## config.mk

```make
export PLATFORM = sky130hd
export DESIGN_NAME = fifo_write_arbiter
export DESIGN_NICKNAME = d
export VERILOG_FILES = /design/src/rtl/fifo_write_arb_pkg.sv /design/src/rtl/fifo_write_arbiter_rr_picker.sv /design/src/rtl/fifo_write_arbiter.sv
export SDC_FILE = /design/constraint.sdc
export NUM_CORES = 1
export LEC_CHECK = 0
export ABC_CLOCK_PERIOD_IN_PS = 3300
export CORE_ASPECT_RATIO = 0.5
export CORE_MARGIN = 4
export CORE_UTILIZATION = 43
export DETAILED_ROUTE_END_ITERATION = 10
export PLACE_DENSITY = 0.84
export SLEW_MARGIN = 20
export SYNTH_ARGS = -nofsm -noshare
export SYNTH_HDL_FRONTEND = slang
export SYNTH_SLANG_ARGS = --single-unit
```

## constraint.sdc

```tcl
create_clock -name write_clock -period 3.3 [get_ports write_clock]
set_input_delay 0.99 -clock write_clock [delete_from_list [all_inputs] [get_ports write_clock]]
set_output_delay 0.99 -clock write_clock [all_outputs]
set_load 0.005 [all_outputs]
```

## src/rtl/fifo_write_arb_pkg.sv

```systemverilog
// Shared types and width helpers for the FIFO write-port arbiter.
package fifo_write_arb_pkg;

  typedef enum logic [1:0] {
    IDLE  = 2'd0,
    BURST = 2'd1,
    STALL = 2'd2
  } arb_state_t;

  // Requester index width: $clog2(NUM_REQ), never narrower than one bit.
  function automatic int req_idx_width(input int num_req);
    return (num_req > 1) ? $clog2(num_req) : 1;
  endfunction

  // Burst counter width: $clog2(MAX_BURST)+1, enough to hold MAX_BURST-1.
  function automatic int burst_cnt_width(input int max_burst);
    return $clog2(max_burst) + 1;
  endfunction

endpackage

```

## src/rtl/fifo_write_arbiter_rr_picker.sv

```systemverilog
// Combinational round-robin search: first set request strictly after
// last_grant, wrapping around.
module rr_picker
  import fifo_write_arb_pkg::*;
#(
  parameter int NUM_REQ   = 4,
  parameter int REQ_IDX_W = 2
) (
  input  logic [NUM_REQ-1:0]   req,
  input  logic [REQ_IDX_W-1:0] last_grant,
  output logic [NUM_REQ-1:0]   pick_onehot,
  output logic [REQ_IDX_W-1:0] pick_idx,
  output logic                 pick_valid
);

  // Scan the requesters in rotated order, keeping the first hit.
  always_comb begin
    pick_onehot = '0;
    pick_idx    = '0;
    pick_valid  = 1'b0;
    for (int off = 1; off <= NUM_REQ; off++) begin
      int cand;
      logic [REQ_IDX_W-1:0] cand_idx;
      cand     = (int'(last_grant) + off) % NUM_REQ;
      cand_idx = REQ_IDX_W'(cand);
      if (!pick_valid && req[cand_idx]) begin
        pick_valid            = 1'b1;
        pick_idx              = cand_idx;
        pick_onehot[cand_idx] = 1'b1;
      end else begin
        pick_valid = pick_valid;
      end
    end
  end

endmodule

```

## src/rtl/fifo_write_arbiter.sv

```systemverilog
// Round-robin burst arbiter for the single FIFO write port.
// Optional stall cycle counter (stall_count / stall_clear ports) is built
// only when FIFO_WRITE_ARB_STALL_CNT_EN is defined.
module fifo_write_arbiter
  import fifo_write_arb_pkg::*;
#(
  parameter int NUM_REQ   = 4,
  parameter int WIDTH     = 8,
  parameter int MAX_BURST = 4
) (
  input  logic                     write_clock,
  input  logic                     reset_n,
  input  logic [NUM_REQ-1:0]       req,
  input  logic [NUM_REQ-1:0]       req_valid,
  input  logic [NUM_REQ*WIDTH-1:0] req_data,
  output logic [NUM_REQ-1:0]       req_ready,
  input  logic                     full_flag,
  input  logic                     almost_full_flag,
  output logic                     valid_write,
  output logic [WIDTH-1:0]         write_data,
`ifdef FIFO_WRITE_ARB_STALL_CNT_EN
  output logic [15:0]              stall_count,
  input  logic                     stall_clear,
`endif
  output logic [NUM_REQ-1:0]       grant,
  output logic                     busy
);

  localparam int REQ_IDX_W   = req_idx_width(NUM_REQ);
  localparam int BURST_CNT_W = burst_cnt_width(MAX_BURST);
  localparam logic [BURST_CNT_W-1:0] LAST_BEAT = BURST_CNT_W'(MAX_BURST - 1);
  localparam logic [REQ_IDX_W-1:0]   LAST_IDX  = REQ_IDX_W'(NUM_REQ - 1);

  arb_state_t             state_r;
  logic [NUM_REQ-1:0]     grant_r;
  logic [REQ_IDX_W-1:0]   owner_r;
  logic [REQ_IDX_W-1:0]   last_grant_r;
  logic [BURST_CNT_W-1:0] burst_cnt_r;

  logic [NUM_REQ-1:0]     pick_onehot_s;
  logic [REQ_IDX_W-1:0]   pick_idx_s;
  logic                   pick_valid_s;

  rr_picker #(
    .NUM_REQ   (NUM_REQ),
    .REQ_IDX_W (REQ_IDX_W)
  ) u_rr_picker (
    .req         (req),
    .last_grant  (last_grant_r),
    .pick_onehot (pick_onehot_s),
    .pick_idx    (pick_idx_s),
    .pick_valid  (pick_valid_s)
  );

  assign grant = grant_r;
  assign busy  = (state_r != IDLE);

  // Owner's handshake and data path; only BURST with a non-full FIFO moves words.
  always_comb begin
    req_ready   = '0;
    valid_write = 1'b0;
    write_data  = req_data[int'(owner_r)*WIDTH +: WIDTH];
    case (state_r)
      BURST: begin
        req_ready[owner_r] = ~full_flag;
        valid_write        = req_valid[owner_r] & ~full_flag;
      end
      IDLE, STALL: begin
        valid_write = 1'b0;
      end
      default: begin
        valid_write = 1'b0;
      end
    endcase
  end

  // Arbitration FSM: start bursts from IDLE, count beats, stall on full.
  always_ff @(posedge write_clock or negedge reset_n) begin
    if (!reset_n) begin
      state_r      <= IDLE;
      grant_r      <= '0;
      owner_r      <= '0;
      last_grant_r <= LAST_IDX;
      burst_cnt_r  <= '0;
    end else begin
      case (state_r)
        IDLE: begin
          if (pick_valid_s && !almost_full_flag) begin
            state_r     <= BURST;
            grant_r     <= pick_onehot_s;
            owner_r     <= pick_idx_s;
            burst_cnt_r <= '0;
          end else begin
            state_r <= IDLE;
            grant_r <= '0;
          end
        end
        BURST: begin
          // A word transferred together with a dropped req is still written.
          if (!req[owner_r] || (valid_write && (burst_cnt_r == LAST_BEAT))) begin
            state_r      <= IDLE;
            grant_r      <= '0;
            last_grant_r <= owner_r;
          end else if (full_flag) begin
            state_r <= STALL;
          end else if (valid_write) begin
            burst_cnt_r <= burst_cnt_r + BURST_CNT_W'(1);
          end else begin
            state_r <= BURST;
          end
        end
        STALL: begin
          if (!req[owner_r]) begin
            state_r      <= IDLE;
            grant_r      <= '0;
            last_grant_r <= owner_r;
          end else if (!full_flag) begin
            state_r <= BURST;
          end else begin
            state_r <= STALL;
          end
        end
        default: begin
          state_r <= IDLE;
          grant_r <= '0;
        end
      endcase
    end
  end

`ifdef FIFO_WRITE_ARB_STALL_CNT_EN
  logic [15:0] stall_count_r;

  assign stall_count = stall_count_r;

  // Saturating count of STALL cycles; clear wins over increment.
  always_ff @(posedge write_clock or negedge reset_n) begin
    if (!reset_n) begin
      stall_count_r <= 16'h0000;
    end else if (stall_clear) begin
      stall_count_r <= 16'h0000;
    end else if ((state_r == STALL) && (stall_count_r != 16'hFFFF)) begin
      stall_count_r <= stall_count_r + 16'h0001;
    end else begin
      stall_count_r <= stall_count_r;
    end
  end
`endif

endmodule

```

==> results of run 1 <==
==> state kept, by name (all words and copies together), names as in the netlist <==
| name | flops |
|---|---|
| burst_cnt_r | 3 |
| grant | 4 |
| last_grant_r | 2 |
| owner_r | 2 |
| state_r | 2 |
==> layout by cell type (no fill, tap or decap), types with 8 or more instances in the layout <==
cell             instances
clkdlybuf4s50_1         51
nand2_1                 13
dfrtp_1                 11
nor2_1                  10
ha_1                    10
inv_1                    9
mux4_2                   8
dlygate4sd2_1            8
==> per-layer routing <==
layer	global-route usage	vias to the layer above	wire [µm]
met3	0.0202	2	232
met4	0.0446	0	20
met2	0.317	39	2120
met1	0.209	661	1590
met5	0	-	0
li1	-	678	-
==> worst max-delay path, stage by stage <==
cell and delay (ns):
clkdlybuf4s50_1 0.40, mux4_2 0.48, and2_1 0.16, clkdlybuf4s15_1 0.21
==> stage by stage <==
step | setup TNS [ns] | setup WS [ns] | instances | instance area, µm²
3_3_place_gp | -0.266 | -0.159 | 244 | 2060
2_1_floorplan | 0 | 0.663 | 150 | 1430
6_report | 0 | 0.0773 | 248 | 2110
3_5_place_dp | -0.552 | -0.182 | 244 | 2060
5_1_grt | 0 | 0.0312 | 248 | 2110
4_1_cts | 0 | 0.00989 | 248 | 2100
==> layout make-up <==
cell class | count | area share
Clock buffer | 3 | 0.0196
Clock inverter | 1 | 0.00237
Inverter | 9 | 0.0160
Multi-Input combinational cell | 115 | 0.475
Sequential cell | 13 | 0.155
Tap cell | 40 | 0.0237
Timing Repair Buffer | 67 | 0.307
==> timing repair <==
action / 4_1_cts / 5_1_grt
resized for setup: 12 / 2
gates cloned: 0 / 0
setup buffers: 0 / 0
pin swaps: 1 / 0
endpoints found under the setup margin: 11 / 2
hold endpoints to repair: 0 / 0
==> how the worst max path moves through the flow <==
| stage | from | to | slack, ns | cells past startpoint |
|---|---|---|---|---|
| finish | req_valid[3] | valid_write | 0.08 | 4 |
| floorplan | req_valid[3] | valid_write | 0.66 | 2 |
| detailed placement | req_valid[3] | valid_write | -0.18 | 4 |
| global placement | req_valid[3] | valid_write | -0.16 | 4 |
| CTS | req_valid[3] | valid_write | 0.01 | 4 |
| global route | req_valid[3] | valid_write | 0.03 | 4 |
==> cell families after synthesis <==
family / synth area share
muxes: 0.239
DFF: 0.229
buffers and inverters: 0.0743
adders and majority gates: 0.0874
and+or+nand+nor: 0.202
AOI/OAI and AO/OA: 0.169
==> power groups by stage <==
| stage | clock network (mW) | logic [mW] | registers [mW] |
|---|---|---|---|
| floorplan | 0 | 0.768 | 0.258 |
| finish | 0.141 | 0.991 | 0.349 |
| CTS | 0.143 | 1.00 | 0.347 |
| global placement | 0 | 0.997 | 0.342 |
| detailed placement | 0 | 1.02 | 0.349 |
| global route | 0.153 | 1.09 | 0.362 |
==> flow_metrics.env, run 1 <==
export IMPL_rows=14
export IMPL_antenna_left=0
export IMPL_cp_arrival_ns=2.23
export IMPL_final_max_slew_viol_count=0
export IMPL_worst_ep_required_time_ns=2.31
export IMPL_grt_total_usage=0.172
export IMPL_fin_crit_sh=0.977
export IMPL_finalPower_mw=1.48
export IMPL_viasPerCell=5.56
export IMPL_cts_tree="done"
export IMPL_cts_root_buf="clkbuf_8"
export IMPL_drive_gt1_frac=0.130
export IMPL_yosysWarnings=0
export IMPL_pwr_share_comb=0.669
export IMPL_synth_seq_cells=13
export IMPL_drt_wl_total_um=3960
export IMPL_synth_common_cells="13 x nand2_1, 11 x dfrtp_1, 11 x nor2_1, 10 x ha_1, 9 x inv_1"
export IMPL_path_class="primary input to primary output"
export IMPL_power_frac_seq=0.236
export IMPL_max_slew_worst_pin_slew_ns=0.588
export IMPL_clk_pin_slew_worst_paths_ns=0.06
export IMPL_synth_top_area_frac=0.192
export IMPL_yosysSeqAreaShare=0.229
export IMPL_fp_dieW_um=89.6
export IMPL_start_util=0.462
export IMPL_die_h_um=48.8
export IMPL_min_from="grant[1]"
export IMPL_timing_max_cap_violations=0
export IMPL_min_to="grant[1]"
export IMPL_core_um2=3100
export IMPL_power_leakage_nw=0.900
export IMPL_cts_max_level=1
export IMPL_hpwl_um=3200
export IMPL_relSlewSlack=0.604
export IMPL_grt_pass1_wl_um=5980
export IMPL_cp_end_kind="primary output"
export IMPL_port_buffers=61
export IMPL_ys_flop_type="dfrtp_1"
export IMPL_grt_pass1_vias=1274
export IMPL_r2r_cells=8
export IMPL_avgRoutedWirePerCell_um=16.0
export IMPL_gr_total_overflow=0
export IMPL_num_io_pins=62
export IMPL_worst_r2r_setup_slack_ns=0.77
export IMPL_dieArea_um2=4370
export IMPL_async_reset_ff_frac=1.00
export IMPL_p_switching_mw=0.624
export IMPL_holdPathStages=2
export IMPL_worstReg2RegEnd="grant[3]"
export IMPL_clkPwrFrac=0.095
export IMPL_setup_viol_count_final=0
export IMPL_n_fill_cell=257
export IMPL_cts_inserted_buffers=3
export IMPL_skew_ns=0.000825
export IMPL_cellInternalPower_mw=0.857
export IMPL_drt_pass1_iterations=4
export IMPL_synth_most_common_cell="nand2_1"
export IMPL_finalCriticalPeriod_ns=3.22
export IMPL_seqCellArea_um2=328
export IMPL_cp_start_kind="primary input"
export IMPL_pwr_density_cell_nw_per_um2=703
export IMPL_dr_total_vias=1380
export IMPL_hp_class="flip-flop to flip-flop"
export IMPL_synth_edf_count=0
export IMPL_diodes=0
export IMPL_critPathMaxFanout=2
export IMPL_place_congestion=0.757
export IMPL_syn_num_nets=204
export IMPL_synth_area_leaders="dfrtp_1 19%, mux4_2 11%, mux4_1 9.2%"
export IMPL_drtIter0Drc=70
export IMPL_status="completed"
export IMPL_postLayoutCoreUtil=0.680
export IMPL_cts_sinks=13
export IMPL_clk_latency_ns=0.24
export IMPL_synth_cells=150
export IMPL_max_freq_ghz=0.310
export IMPL_final_net_count=263
export IMPL_vdd_drop_max_v=0.000446
export IMPL_final_hold_violation_count=0
export IMPL_antenna_found_initial=0
export IMPL_rsz0062_at_grt="false"
export IMPL_cts_hold_buffers=0
export IMPL_grt_start_max_net_pins=20
export IMPL_area_growth_pct=47.3
export IMPL_multi_input_area_um2=1000
export IMPL_clk_path_buf_depth=2
export IMPL_syn_area_per_cell_um2=9.54
export IMPL_yosys_cell_types_count=40
export IMPL_syn_cell_area_um2=1430
export IMPL_r2r_start="last_grant_r[0]"
export IMPL_p_sw_frac=0.421
export IMPL_drc=0
export IMPL_hold_slack_ns=0.494
export IMPL_yosys_area_top_type="dfrtp_1"
(Power assumes the default switching activity.)
==> run 2: changes to the inputs <==
- GPL_TIMING_DRIVEN: default -> 1
- HOLD_SLACK_MARGIN: default -> 0.06
==> results of run 2 <==
Final layout, timing and power as in run 1 (identical DEF).
==> run 3: changes to the inputs <==
- CORE_ASPECT_RATIO: 0.5 -> 1.1
==> run 3 against run 2 <==
Against the previous run:
- clock power fell by 30%
- cell area is 1.2% lower
- routed wire length up 4.5%
- die area is 1.3% lower
- worst setup slack worse by 0.030 ns
- cell count down 2.4%
- clock skew up 0.0059 ns
- combinational power about the same
- sequential share of layout area is 0.20 points higher
- critical path depth unchanged
- sequential power increased by 5%
- flip-flop and latch count unchanged
- critical path type unchanged
==> flow_metrics.env, run 3 (synthesized netlist as in run 1, its figures left out) <==
export IMPL_status="completed"
export IMPL_antenna_found_initial=0
export IMPL_finalCriticalPeriod_ns=3.25
export IMPL_critPathMaxFanout=2
export IMPL_final_max_slew_viol_count=0
export IMPL_port_buffers=61
export IMPL_cp_arrival_ns=2.26
export IMPL_grt_start_max_net_pins=20
export IMPL_clk_latency_ns=0.28
export IMPL_diodes=0
export IMPL_setup_viol_count_final=0
export IMPL_clk_pin_slew_worst_paths_ns=0.08
export IMPL_cts_tree="done"
export IMPL_cts_sinks=13
export IMPL_start_util=0.458
export IMPL_finalPower_mw=1.45
export IMPL_worst_r2r_setup_slack_ns=0.72
export IMPL_pwr_density_cell_nw_per_um2=697
export IMPL_avgRoutedWirePerCell_um=17.1
export IMPL_critical_path_cell_chain="clkdlybuf4s50_1 > mux4_2 > and2_1 > dlygate4sd2_1"
export IMPL_critPathTopFamily="buffers and inverters"
export IMPL_area_growth_pct=45.5
export IMPL_max_slew_worst_pin_slew_ns=0.613
export IMPL_dp_slack_ns=-0.133
export IMPL_worst_ep_required_time_ns=2.31
export IMPL_fp_dieW_um=63.0
export IMPL_drc=0
export IMPL_hold_slack_ns=0.491
export IMPL_core_um2=3130
export IMPL_skew_ns=0.00669
export IMPL_most_common_layout_cells="51 x clkdlybuf4s50_1, 13 x nand2_1, 11 x dfrtp_1"
export IMPL_hp_class="flip-flop to flip-flop"
export IMPL_power_leakage_nw=0.907
export IMPL_antenna_left=0
export IMPL_drtIter0Drc=65
export IMPL_worst_path_buf_inv=2
export IMPL_final_hold_violation_count=0
export IMPL_gr_total_overflow=0
export IMPL_slowest_stage="mux4_2"
export IMPL_setup_ws_ns=0.0474
export IMPL_cts_hold_buffers=0
export IMPL_cp_end_kind="primary output"
export IMPL_cp_start_kind="primary input"
export IMPL_grt_total_usage=0.193
export IMPL_drt_pass1_iterations=4
export IMPL_rows=21
export IMPL_num_io_pins=62
export IMPL_cts_inserted_buffers=3
export IMPL_die_h_um=68.5
export IMPL_clk_path_buf_depth=2
export IMPL_hpwl_um=3310
export IMPL_dr_total_vias=1425
export IMPL_place_congestion=0.853
export IMPL_cts_root_buf="clkbuf_4"
export IMPL_relSlewSlack=0.592
export IMPL_dieArea_um2=4320
export IMPL_rsz0062_at_grt="false"
export IMPL_max_stage_delay_ns=0.47
export IMPL_largest_register_ffs=4
export IMPL_fin_crit_sh=0.986
export IMPL_viasPerCell=5.89
export IMPL_drive_gt1_frac=0.120
export IMPL_grt_pass1_wl_um=6590
export IMPL_final_net_count=263
export IMPL_final_common_cell="clkdlybuf4s50_1"
export IMPL_max_freq_ghz=0.307
export IMPL_drt_wl_total_um=4140
export IMPL_vdd_drop_max_v=0.000463
export IMPL_grt_pass1_vias=1352
export IMPL_cts_max_level=1
export IMPL_timing_max_cap_violations=0
export IMPL_path_class="primary input to primary output"
==> run 3: layout make-up <==
class / instances / area (µm²)
clock buffer: 3 / 22.5
fill: 238 / 1040
inverter: 9 / 33.8
timing repair buffer: 67 / 651
sequential: 13 / 328
multi-input combinational: 115 / 1000
tap: 34 / 42.5
clock inverter: 1 / 5.00
==> run 3: report_power, final <==
| part | internal, mW | switching (mW) |
|---|---|---|
| clock network | 0.0450 | 0.0530 |
| registers | 0.219 | 0.147 |
| logic | 0.553 | 0.434 |
| total | 0.817 | 0.634 |
==> run 3: what timing repair did <==
item                       CTS  global route
pin swaps                    1             0
setup endpoints to repair    9             2
resized for setup            9             2
setup buffers                1             0
==> run 3: worst paths after layout <==
check                                start           to  cells after the start
min reg2reg                       grant[2]     grant[2]                      2
max                           req_valid[0]  valid_write                      4
min                               grant[2]     grant[2]                      2
min in group asynchronous          reset_n     grant[0]                      1
max in group asynchronous          reset_n   state_r[0]                      1
max reg2reg                last_grant_r[0]     grant[3]                      8
==> run 3: layer usage <==
layer  wire length [µm]  track usage  up-vias
met5                  0            0        -
met2               2300        0.390       58
met1               1550        0.208      678
met3                257       0.0470        6
met4                 38       0.0331        0
li1                   -            -      683
==> run 3: tightest hold or removal path, delay by kind of cell (launching register included) <==
family | cells | cell delay, ns
compound gates | 1 | 0.06
flops | 1 | 0.35
simple gates | 1 | 0.05
==> run 3: stage by stage <==
step	util	area [µm²]	std cells	setup TNS, ns
after floorplan	-	1430	150	0
after global placement	0.655	2050	237	-0.360
after detailed placement	0.655	2050	237	-0.535
after CTS	0.664	2080	242	0
after global routing	0.666	2080	242	0
final	0.666	2080	242	0
